**src/rtl/mem_rr_arbiter.sv**
```systemverilog
// Round-robin arbiter in front of a single-port synchronous memory.
// One access is issued per cycle. Read data is routed back to the requester
// that issued the read through a tag pipeline that matches the memory read latency.
module mem_rr_arbiter #(
   parameter int NUM_REQ = 4,
   parameter int ADDR_W  = 6,
   parameter int DATA_W  = 8,
   parameter int RD_LAT  = 1
) (
   input  logic                      clk,
   input  logic                      rst_n,
   input  logic [NUM_REQ-1:0]        req,
   input  logic [NUM_REQ-1:0]        req_we,
   input  logic [NUM_REQ*ADDR_W-1:0] req_add,
   input  logic [NUM_REQ*DATA_W-1:0] req_data,
   output logic [NUM_REQ-1:0]        gnt,
   output logic [NUM_REQ-1:0]        rvalid,
   output logic [DATA_W-1:0]         rdata,
   output logic [ADDR_W-1:0]         mem_add,
   output logic [DATA_W-1:0]         mem_data_in,
   output logic                      mem_we,
   input  logic [DATA_W-1:0]         mem_data_out
);

   localparam int PTR_W = $clog2(NUM_REQ);

   logic [PTR_W-1:0]   r_ptr;
   logic [NUM_REQ-1:0] r_gnt;
   logic [NUM_REQ-1:0] r_rvalid;
   logic [ADDR_W-1:0]  r_mem_add;
   logic [DATA_W-1:0]  r_mem_data_in;
   logic               r_mem_we;
   logic               r_tag_vld [RD_LAT];
   logic [PTR_W-1:0]   r_tag_idx [RD_LAT];

   logic [NUM_REQ-1:0] w_elig;
   logic               w_found;
   logic [PTR_W-1:0]   w_win;
   logic [PTR_W-1:0]   w_ptr_nxt;
   logic [NUM_REQ-1:0] w_gnt_nxt;
   logic [NUM_REQ-1:0] w_rvalid_nxt;
   int unsigned        w_idx;

   // A requester that holds the grant this cycle is masked so it cannot win twice in a row.
   assign w_elig = req & ~r_gnt;

   // Search from the pointer upward and wrap around to find the first eligible requester.
   always_comb begin
      w_found   = 1'b0;
      w_win     = '0;
      w_idx     = 0;
      w_gnt_nxt = '0;
      for (int unsigned k = 0; k < NUM_REQ; k++) begin
         w_idx = 32'(r_ptr) + k;
         if (w_idx >= NUM_REQ) w_idx = w_idx - NUM_REQ;
         if (!w_found && w_elig[w_idx[PTR_W-1:0]]) begin
            w_found = 1'b1;
            w_win   = w_idx[PTR_W-1:0];
         end
      end
      w_gnt_nxt[w_win] = w_found;
      w_ptr_nxt = (w_win == PTR_W'(NUM_REQ-1)) ? '0 : w_win + 1'b1;
   end

   // Decode the tag pipeline output into a one-hot read-valid strobe.
   always_comb begin
      w_rvalid_nxt = '0;
      w_rvalid_nxt[r_tag_idx[RD_LAT-1]] = r_tag_vld[RD_LAT-1];
   end

   // Register the grant, the memory port and the pointer. On an idle cycle the address and data hold.
   always_ff @(posedge clk or negedge rst_n) begin
      if (!rst_n) begin
         r_ptr         <= '0;
         r_gnt         <= '0;
         r_mem_we      <= 1'b0;
         r_mem_add     <= '0;
         r_mem_data_in <= '0;
      end else begin
         r_gnt    <= w_gnt_nxt;
         r_mem_we <= 1'b0;
         if (w_found) begin
            r_mem_we      <= req_we[w_win];
            r_mem_add     <= req_add[w_win*ADDR_W +: ADDR_W];
            r_mem_data_in <= req_data[w_win*DATA_W +: DATA_W];
            r_ptr         <= w_ptr_nxt;
         end
      end
   end

   // The tag pipeline carries the read owner alongside the memory access. Reset drops in-flight reads.
   always_ff @(posedge clk or negedge rst_n) begin
      if (!rst_n) begin
         for (int unsigned s = 0; s < RD_LAT; s++) begin
            r_tag_vld[s] <= 1'b0;
            r_tag_idx[s] <= '0;
         end
         r_rvalid <= '0;
      end else begin
         r_tag_vld[0] <= w_found & ~req_we[w_win];
         r_tag_idx[0] <= w_win;
         for (int unsigned s = 1; s < RD_LAT; s++) begin
            r_tag_vld[s] <= r_tag_vld[s-1];
            r_tag_idx[s] <= r_tag_idx[s-1];
         end
         r_rvalid <= w_rvalid_nxt;
      end
   end

   assign gnt         = r_gnt;
   assign rvalid      = r_rvalid;
   assign rdata       = mem_data_out;
   assign mem_add     = r_mem_add;
   assign mem_data_in = r_mem_data_in;
   assign mem_we      = r_mem_we;

endmodule

```
**config.mk**
```make
export PLATFORM = sky130hd
export DESIGN_NAME = mem_rr_arbiter
export DESIGN_NICKNAME = d
export VERILOG_FILES = /design/src/rtl/mem_rr_arbiter.sv
export SDC_FILE = /design/constraint.sdc
export NUM_CORES = 1
export LEC_CHECK = 0
export ABC_AREA = 1
export ABC_CLOCK_PERIOD_IN_PS = 4890
export BUFFER_PORTS_ARGS = -buffer_cell sky130_fd_sc_hd__buf_2
export CORE_ASPECT_RATIO = 0.5
export CORE_MARGIN = 2
export CORE_UTILIZATION = 50
export CTS_CLUSTER_DIAMETER = 30
export DETAILED_ROUTE_END_ITERATION = 8
export HOLD_SLACK_MARGIN = 0.02
export MAX_ROUTING_LAYER = met4
export PLACE_DENSITY_LB_ADDON = 0.08
export SETUP_SLACK_MARGIN = 0.05
export SYNTH_ARGS = -nofsm -noshare
export SYNTH_HDL_FRONTEND = slang
export SYNTH_SLANG_ARGS = --single-unit
```
**constraint.sdc**
```tcl
create_clock -name clk -period 4.89 [get_ports clk]
set_clock_uncertainty 0.15 [all_clocks]
set_input_delay 0.489 -clock clk [delete_from_list [all_inputs] [get_ports clk]]
set_output_delay 0.489 -clock clk [all_outputs]
set_load 0.02 [all_outputs]
```
* After elaboration in Yosys (flattened, before gate mapping) *
Index checks and enable logic that the tools add are counted.

operators by class
  muxes and demuxes = 28
  add/subtract/negate cells = 8
  $lt $le $gt $ge = 12
  reduce and logical (&&, ||, !) cells = 8
  shifts and indexed selects = 2
  multiply operators = 1
  bitwise logic cells = 6
  eq/ne operators = 1

operators with widths
  cell                                                                                  number
  32-bit by 6-bit variable part select with 8-bit output                                1
  24-bit by 6-bit variable part select with 6-bit output                                1
  2-bit by 3-bit less-than comparator with 1-bit output (second input constant)         6
  2-bit 2-to-1 mux                                                                      9
  4-bit AND                                                                             3
  1-bit 2-to-1 mux                                                                      12
  1-bit binary-select mux with 2-bit select                                             5
  3-bit greater-or-equal comparator (second input constant)                             3
  2-bit by 1-bit subtractor with 2-bit output (second input constant)                   4
  2-bit by 2-bit adder with 3-bit output (second input constant)                        2
  1-bit logical AND                                                                     5
  1-bit demux with 2-bit select                                                         2
  2-bit by 1-bit greater-or-equal comparator with 1-bit output (second input constant)  2
  2-bit by 2-bit multiplier with 4-bit output (second input constant)                   1
  4-bit NOT                                                                             1
  2-bit by 1-bit adder with 3-bit output (second input constant)                        1
  2-bit by 3-bit greater-or-equal comparator with 1-bit output (second input constant)  1
  1-bit logical NOT                                                                     3
  2-bit by 1-bit adder with 2-bit output (second input constant)                        1
  2-bit equality test (second input constant)                                           1
  1-bit AND                                                                             1
  1-bit NOT                                                                             1

word-level totals
  output and inout port bits = 31
  register bits after elaboration = 28
  logic and storage cells = 74

* Longest topological paths before layout *
Gate-level depths: netlist of run 1.

  word-level depth = 19
  mapped depth = 15

* Worst setup path after synthesis of run 1 *
Ideal clock, no wire load.

  path type = register -> register
  start point = register r_gnt[1] (netlist: gnt[1])
  end point = register r_ptr[1]
  cell stages (with the launch flop) = 15
  required time = 4.614 ns
  library setup time = 0.126 ns
  slack = 2.879 ns
  arrival time = 1.735 ns
  path buffers = 1
  path through = dfrtp_1 inv_1 nand3_1 nand2_1 nand2_1 nand2_1 nand2_2 nand2_1 nand2_2 nand3_4 buf_6 inv_1 ha_1 nand2_1 o21ai_0

on the way
  longest elaborated chain between the ends = 16
  elaborated cells between the ends (all ways) = 27
  those cells by class = add/sub (1); eq/ne (1); mux (17); bitwise (2); reduce/logical (6)

RTL lines
  what                                                                                  RTL line  RTL
  start: declaration                                                                    28        logic [NUM_REQ-1:0] r_gnt;
  start signal: assignment                                                              80        r_gnt <= w_gnt_nxt;
  4-bit NOT *                                                                           45        assign w_elig = req & ~r_gnt;
  4-bit AND *                                                                           45
  1-bit binary-select mux with 2-bit select                                             56        if (!w_found && w_elig[w_idx[PTR_W-1:0]]) begin
  1-bit 2-to-1 mux (not written as such)                                                56
  1-bit 2-to-1 mux                                                                      56
  1-bit logical NOT                                                                     56
  1-bit logical AND                                                                     56
  1-bit 2-to-1 mux                                                                      56
  [2 not listed]                                                                        -
  1-bit 2-to-1 mux                                                                      56
  1-bit logical NOT                                                                     56
  1-bit logical AND                                                                     56
  2-bit 2-to-1 mux *                                                                    56
  named net w_win[0]                                                                    38        logic [PTR_W-1:0] w_win;
  2-bit by 1-bit adder with 2-bit output / 2-bit equality test (equally long branches)  62        w_ptr_nxt = (w_win == PTR_W'(NUM_REQ-1)) ? '0 : w_win + 1'b1;
  2-bit 2-to-1 mux *                                                                    62
  named net w_ptr_nxt[1]                                                                39        logic [PTR_W-1:0] w_ptr_nxt;
  end signal: assignment                                                                86        r_ptr <= w_ptr_nxt;
  end: declaration                                                                      27        logic [PTR_W-1:0] r_ptr;

The timed path passes the listed nets; every way through them passes the cells marked *. The select of a mux whose other input is x is not followed.
A chain may end at the register's enable or synchronous reset.

* Worst setup path in the final report of run 1 *
  start point = register r_ptr[0]
  end point = register r_ptr[1]

on the way
  longest elaborated chain between the ends = 16
  elaborated cells between the ends (all ways) = 40
  those cells by class = add/sub (8); order compare (4); eq/ne (1); mux (21); reduce/logical (6)

RTL lines
  what                                                                                             RTL line
  parallel branches: the longest is 13 deep, another holds 2-bit by 1-bit adder with 3-bit output  -
  2-bit 2-to-1 mux *                                                                               56
  named net w_win[0]                                                                               38
  2-bit by 1-bit adder with 2-bit output / 2-bit equality test (equally long branches)             62
  2-bit 2-to-1 mux *                                                                               62
  named net w_ptr_nxt[1]                                                                           39

Mark *: on every way through the listed nets, which the timed path passes. The select of a mux whose other input is x is not followed.

==> flow_summary.toml, run 1 <==
[routing]
drtAntennaViolNets = 0
totalWireLength_microns = 5183
post_route_drc_violation_count = 0
drt_iter0_drc = 99
drt_pass1_iterations = 4
post_drt_via_cell_ratio = 5.360
drt-wirelength-per-cell_microns = 13.22
routed-via-count = 2101

[final_layout]
nNetsFinal = 417
final_layout_size_suffix_gt1_share_pct = 36.98
filler_cells = 379
n_antenna_cell = 0
syn2layout_area_growth_pct = 16.97
regArea_sq_um = 700.7
multiInputGateArea_sq_um = 1095

[place]
detailed_place_hpwl_microns = 3849
place.port_buffers = 88
place_congestion = 0.8889

[hold_path]
min-delay-path-class = "in2async"

[floorplan]
floorplan.initialDensity_pct = 53.00
total_die_area_sq_um = 4768
fp.coreArea_sq_um = 3964
placement_rows = 16
top_ports = 105
die-height_microns = 49.84
die_width_microns = 95.67

[clock_network]
clock-sinks = 28
cts_tree = "done"
worst_skew_pair.late_latency_ns = 0.27
h_tree_levels = 1
worst_setup_hold_path_clk_slew_ns = 0.09
cts.path.max_buffers = 2
cts-root-buf = "sky130_fd_sc_hd__clkbuf_8"
postCtsSetupRepairBufs = 0
cts_repair_resize_count = 0
cts.hold.buffers_added = 0
cts-buffers-inserted = 3

[sta]
grt_setup_unrepaired = "no"
maxSlewHeadroom_pct = 55.53
min_period_ns = 3.065
hold-worst-slack_ns = 0.06298
max_freq_mhz = 326.3
worstMarginPinSlew_ns = 0.6663
final.period_utilization_pct = 62.68
hold_viol_final = 0
slew_violations = 0
finalSetupViolations = 0
timing.setup.tns_ns = 0

[worst_setup_path]
crit_path_top_delay_cell = "sky130_fd_sc_hd__dfrtp_1"
critPathCaptureType = "flip-flop"
crit-reg2reg-capture = "r_ptr[1]$_DFFE_PN0P_"
register_to_register_setup_slack_ns = 1.83
worst_setup_path_start_kind = "flip-flop"
critical_path.max_stage_delay_ns = 0.59
timing.critical_path.cells = "nand3_1, nand3_2, nand2_2, nand2_2, nand3_2, nand3_4, inv_1, ha_1, nand2_1, o21ai_0"
cp_data_required_time_ns = 4.89
regToRegStartpoint = "r_ptr[0]$_DFFE_PN0P_"
ff2ff_path_depth = 10
cp_data_arrival_time_ns = 3.06
critical_path_class = "reg2reg"
worst-path-max-fanout = 33

[synthesis]
number_of_flops_mapped_to_enable_cells_by_yosys = 0
number_of_instances_in_the_synthesized_netlist = 273
yosysWarningCount = 0
seq_area_frac_synth_pct = 33.35
mappedNetlistArea_sq_um = 2101
netlist_top_cells_area = "sky130_fd_sc_hd__dfrtp_1 33%, sky130_fd_sc_hd__nand2_1 14%, sky130_fd_sc_hd__nand3_1 12%"
most_numerous_cell_types_in_the_synthesized_netlist = "77 x sky130_fd_sc_hd__nand2_1, 50 x sky130_fd_sc_hd__nand3_1, 30 x sky130_fd_sc_hd__nand4_1"
post-synth-top-count-cell = "sky130_fd_sc_hd__nand2_1"
ys_seq_elements = 28
post-synth-top-area-fraction_pct = 33.35
yosysUniqueCellTypes = 23
syn_avg_cell_area_sq_um = 7.695
mappedNetlistNets = 351
async_flop_share_pct = 100.0
leading_register_cell_type_out_of_synthesis = "sky130_fd_sc_hd__dfrtp_1"
synth_top_cell_by_area = "sky130_fd_sc_hd__dfrtp_1"

[grt]
grt_pass1_vias = 2013
globalRouteTotalUtil_pct = 23.68
gr-total-overflow = 0
grt_pass1_wl_microns = 8680
largest_net_degree_at_the_start_of_global_routing = 49
grt_antenna_before_repair = 0

[power]
power.density_cell_area_nw_per_um2 = 949.7
switching_share_pct = 55.91
power_frac_comb_pct = 73.3
p_clk_share_pct = 7.8
vdd.ir_drop.worst_mv = 0.4606
design_internal_power_mw = 1.029
power.sequential.fraction_pct = 18.9
power_switching_mw = 1.305
total_leakage_power_nw = 1.348

[flow_run]
max_cap_violations = 0

[status]
status = "finished, final reports clean"
per-stage QoR:
step                instance area [sq um]  util (%)  setup WS [ns]  total power [mW]  instances
CTS                                  2457     61.99          1.843             2.346        392
floorplan                            2101         -          2.879             1.973        273
global placement                     2386     60.20          1.966             2.106        388
global route                         2457     61.99          1.612             2.587        392
detailed placement                   2386     60.20          1.869             2.158        388
finish                               2457     61.99          1.825             2.334        392
per-layer routing:
metal	wire length (microns)	up-vias	GRT usage, %
li1	-	1048	-
met1	2327	981	30.20
met2	2486	66	39.51
met3	337	6	4.587
met4	31	0	5.000
met5	0	-	-
kinds of logic (layout without fill, tap and decap cells):
logic type	after synthesis	after routing	synth area share (%)
buffers and inverters	44	109	14.53
AND/OR/NAND/NOR	195	195	49.26
flip-flops	28	28	33.35
adder cells (fa/ha/maj)	4	4	2.382
AO/OA/AOI/OAI	2	2	0.4760
registers in the layout, summed over array words and instances (netlist names):
signal	cells
r_tag_vld	1
mem_data_in	8
mem_add	6
rvalid	4
gnt	4
mem_we	1
r_tag_idx	2
r_ptr	2
layout make-up:
cell class	instances	share of cell area [%]
multi-input combinational	201	44.55
sequential	28	28.51
timing repair buffer	89	18.23
inverter	16	3.055
tap	54	2.749
clock buffer	3	1.680
clock inverter	1	1.222
worst max path at each step:
stage,to,slack [ns],startpoint
after global routing,r_ptr[1]$_DFFE_PN0P_,1.61,r_ptr[0]$_DFFE_PN0P_
after global placement,r_ptr[1]$_DFFE_PN0P_,1.97,r_ptr[0]$_DFFE_PN0P_
after CTS,r_ptr[1]$_DFFE_PN0P_,1.84,r_ptr[0]$_DFFE_PN0P_
final,r_ptr[1]$_DFFE_PN0P_,1.83,r_ptr[0]$_DFFE_PN0P_
after detailed placement,r_ptr[1]$_DFFE_PN0P_,1.87,r_ptr[0]$_DFFE_PN0P_
after floorplan,r_ptr[1]$_DFFE_PN0P_,2.88,gnt[1]$_DFF_PN0_
cells in the final DEF (no fill, tap or decap):
cell / netlist / layout
sky130_fd_sc_hd__a21oi_1: 1 / 1
sky130_fd_sc_hd__and2_4: 1 / 1
sky130_fd_sc_hd__buf_2: 9 / 88
sky130_fd_sc_hd__buf_4: 10 / 1
sky130_fd_sc_hd__bufinv_16: 0 / 1
sky130_fd_sc_hd__clkbuf_8: 0 / 3
sky130_fd_sc_hd__dfrtp_1: 28 / 28
sky130_fd_sc_hd__ha_1: 4 / 4
sky130_fd_sc_hd__inv_1: 13 / 13
sky130_fd_sc_hd__inv_4: 1 / 1
sky130_fd_sc_hd__inv_6: 1 / 1
sky130_fd_sc_hd__inv_8: 1 / 1
sky130_fd_sc_hd__nand2_1: 77 / 77
sky130_fd_sc_hd__nand2_2: 9 / 9
sky130_fd_sc_hd__nand2_4: 1 / 1
sky130_fd_sc_hd__nand3_1: 50 / 50
sky130_fd_sc_hd__nand3_2: 15 / 15
sky130_fd_sc_hd__nand3_4: 1 / 1
sky130_fd_sc_hd__nand4_1: 30 / 30
sky130_fd_sc_hd__nand4_2: 2 / 2
sky130_fd_sc_hd__nor2_1: 5 / 5
sky130_fd_sc_hd__nor3_1: 4 / 4
sky130_fd_sc_hd__o21ai_0: 1 / 1
power by group through the flow:
stage	Clock [mW]	Sequential, mW	Combinational, mW
floorplan	0	0.532	1.44
global placement	0	0.443	1.66
detailed placement	0	0.444	1.71
CTS	0.186	0.442	1.72
global route	0.194	0.455	1.94
finish	0.183	0.441	1.71
worst max-delay path: cells and delay by family (launching register included):
kind            cells  cell delay (ns)
simple gates        7             1.63
flops               1             0.59
fa+ha+maj           1             0.31
buf+inv             1             0.15
compound gates      1             0.08
Note: power is estimated with default switching activity, not from simulation.
==> inputs of run 2 (changes only) <==
--- a/config.mk
+++ b/config.mk
@@ -6,11 +6,11 @@
 export NUM_CORES = 1
 export LEC_CHECK = 0
 export ABC_AREA = 1
-export ABC_CLOCK_PERIOD_IN_PS = 4890
+export ABC_CLOCK_PERIOD_IN_PS = 2550
 export BUFFER_PORTS_ARGS = -buffer_cell sky130_fd_sc_hd__buf_2
 export CORE_ASPECT_RATIO = 0.5
 export CORE_MARGIN = 2
-export CORE_UTILIZATION = 50
+export CORE_UTILIZATION = 42
 export CTS_CLUSTER_DIAMETER = 30
 export DETAILED_ROUTE_END_ITERATION = 8
 export HOLD_SLACK_MARGIN = 0.02
==> constraint.sdc (replaced) <==
create_clock -name clk -period 2.55 [get_ports clk]
set_clock_uncertainty 0.15 [all_clocks]
set_input_delay 0.255 -clock clk [delete_from_list [all_inputs] [get_ports clk]]
set_output_delay 0.255 -clock clk [all_outputs]
set_load 0.02 [all_outputs]
==> flow_summary.toml, run 2 (synthesis gave the netlist of run 1 again) <==
[grt]
largest_net_degree_at_the_start_of_global_routing = 48
gr-total-overflow = 0
grt_pass1_vias = 1913
grt.met3_usage_pct = 3.632
use_met2_pct = 34.54
grt.busiest_layer = "met2"
grt_antenna_before_repair = 0
grt_pass1_wl_microns = 8590
globalRouteTotalUtil_pct = 19.80
gr-usage-met1_pct = 25.00

[place]
dpl-instance-area_sq_um = 2456
detailed_place_hpwl_microns = 3837
place.port_buffers = 88
place_congestion = 0.8095
placement.setup.worst_slack_ns = 0.2437

[final_layout]
final_instance_area_sq_um = 2539
layout.cells.most_common = "sky130_fd_sc_hd__buf_2"
syn2layout_area_growth_pct = 20.85
finish.utilization_pct = 52.19
largest_register_ffs = 8
n_antenna_cell = 0
nNetsFinal = 423
final_layout_size_suffix_gt1_share_pct = 38.08
leading_cell_types_in_the_layout_fill_and_taps_excluded = "88 x sky130_fd_sc_hd__buf_2, 77 x sky130_fd_sc_hd__nand2_1, 50 x sky130_fd_sc_hd__nand3_1"

[sta]
max_freq_mhz = 445.1
least_setup_slack_across_all_paths_after_layout_ns = 0.3033
finalSetupViolations = 0
worstMarginPinSlew_ns = 0.6092
slew_violations = 0
maxSlewHeadroom_pct = 59.39
grt_setup_unrepaired = "no"
min_period_ns = 2.247
timing.setup.tns_ns = 0
final.period_utilization_pct = 88.11
hold_viol_final = 0

[clock_network]
postCtsSetupRepairBufs = 0
clock-sinks = 28
cts-buffers-inserted = 3
worst_setup_hold_path_clk_slew_ns = 0.09
cts-root-buf = "sky130_fd_sc_hd__clkbuf_8"
cts.path.max_buffers = 2
h_tree_levels = 1
cts_tree = "done"
worst_skew_pair.late_latency_ns = 0.27

[hold_path]
worstHoldStart = "req_we[0]"
min-delay-path-class = "in2reg"
whs_path_depth = 4
endpoint_worst_hold = "r_tag_vld$_DFF_PN0_"

[worst_setup_path]
crit-reg2reg-capture = "r_ptr[1]$_DFFE_PN0P_"
crit_path_top_delay_cell = "sky130_fd_sc_hd__dfrtp_1"
register_to_register_setup_slack_ns = 0.30
worst_setup_path_start_kind = "flip-flop"
critPathCaptureType = "flip-flop"
ff2ff_path_depth = 11
timing.critical_path.cells = "inv_4, nand2_1, nand2_2, nand3_2, nand2_2, nand4_2, nand3_4, inv_1, ha_1, nand2_1, o21ai_0"
regToRegStartpoint = "r_ptr[1]$_DFFE_PN0P_"
cp_data_required_time_ns = 2.56
worst-path-max-fanout = 17
critical_path.max_stage_delay_ns = 0.50
cp_data_arrival_time_ns = 2.26
critical_path_class = "reg2reg"

[routing]
drt-wirelength-per-cell_microns = 12.80
drtAntennaViolNets = 0
drt_pass1_iterations = 4
totalWireLength_microns = 5298
routed-via-count = 2075
post_drt_via_cell_ratio = 5.012
post_route_drc_violation_count = 0
drt_iter0_drc = 80

[power]
power_mw = 4.580
total_leakage_power_nw = 1.382
power.density_cell_area_nw_per_um2 = 1804
p_clk_share_pct = 7.5
design_internal_power_mw = 2.066
power_switching_mw = 2.515
vdd.ir_drop.worst_mv = 0.6843
switching_share_pct = 54.90
power.sequential.fraction_pct = 18.8
power_frac_comb_pct = 73.6

[floorplan]
fp.coreArea_sq_um = 4865
placement_rows = 18
top_ports = 105
die-height_microns = 54.01
die_width_microns = 104.0
total_die_area_sq_um = 5618
floorplan.initialDensity_pct = 43.18

[flow_run]
max_cap_violations = 0

[status]
status = "finished, final reports clean"
run 2: cell types whose count changed in the layout (fill, tap and decap cells not counted):
cell	change
sky130_fd_sc_hd__dlygate4sd3_1	+1
sky130_fd_sc_hd__dfrtp_2	+1
sky130_fd_sc_hd__buf_12	+1
sky130_fd_sc_hd__buf_4	+4
sky130_fd_sc_hd__dfrtp_1	-1
run 2: timing repair:
action	4_1_cts	5_1_grt
setup endpoints to repair	0	12
endpoints found under the hold margin	28	0
hold buffers	1	0
gates resized for setup	0	1
run 2: worst max-delay path by stage:
stage | from | end | slack (ns)
5_1_grt | r_ptr[1]$_DFFE_PN0P_ | r_ptr[1]$_DFFE_PN0P_ | 0.06
2_1_floorplan | gnt[1]$_DFF_PN0_ | r_ptr[1]$_DFFE_PN0P_ | 0.54
3_3_place_gp | r_ptr[0]$_DFFE_PN0P_ | r_tag_vld$_DFF_PN0_ | 0.25
4_1_cts | r_ptr[0]$_DFFE_PN0P_ | r_tag_vld$_DFF_PN0_ | 0.21
3_5_place_dp | r_ptr[0]$_DFFE_PN0P_ | r_tag_vld$_DFF_PN0_ | 0.24
6_report | r_ptr[1]$_DFFE_PN0P_ | r_ptr[1]$_DFFE_PN0P_ | 0.30
run 2: power by group through the flow:
stage	Combinational [mW]	Sequential, mW	Clock (mW)
floorplan	2.76	1.02	0
global route	3.84	0.894	0.369
detailed placement	3.40	0.858	0
CTS	3.40	0.859	0.354
global placement	3.36	0.867	0
finish	3.37	0.863	0.344
run 2: final cells by class:
| type | count | area, sq um |
|---|---|---|
| Tap cell | 70 | 87.58 |
| Fill cell | 513 | 2326 |
| Inverter | 16 | 75.07 |
| Multi-Input combinational cell | 201 | 1095 |
| Clock inverter | 1 | 30.03 |
| Sequential cell | 28 | 701.9 |
| Clock buffer | 3 | 41.29 |
| Timing Repair Buffer | 95 | 508.0 |
run 2: critical path, delay by kind of cell (launching register included):
family | cells | cell delay, ns
DFF | 1 | 0.50
AOI/OAI and AO/OA | 1 | 0.07
buffers and inverters | 2 | 0.26
and+or+nand+nor | 7 | 0.84
adders and majority gates | 1 | 0.30
run 2: routing by layer:
metal,vias to the layer above,part of all wire [%]
met2,52,46
li1,1063,-
met3,6,4.6
met5,-,0
met4,0,0.64
met1,954,49
run 2: per-stage QoR:
stage / std cells / hold WS (ns)
after global placement: 409 / 0.1516
after detailed placement: 409 / 0.1528
after floorplan: 273 / -0.1906
final: 414 / 0.1591
after global routing: 414 / 0.1738
after CTS: 414 / 0.1544
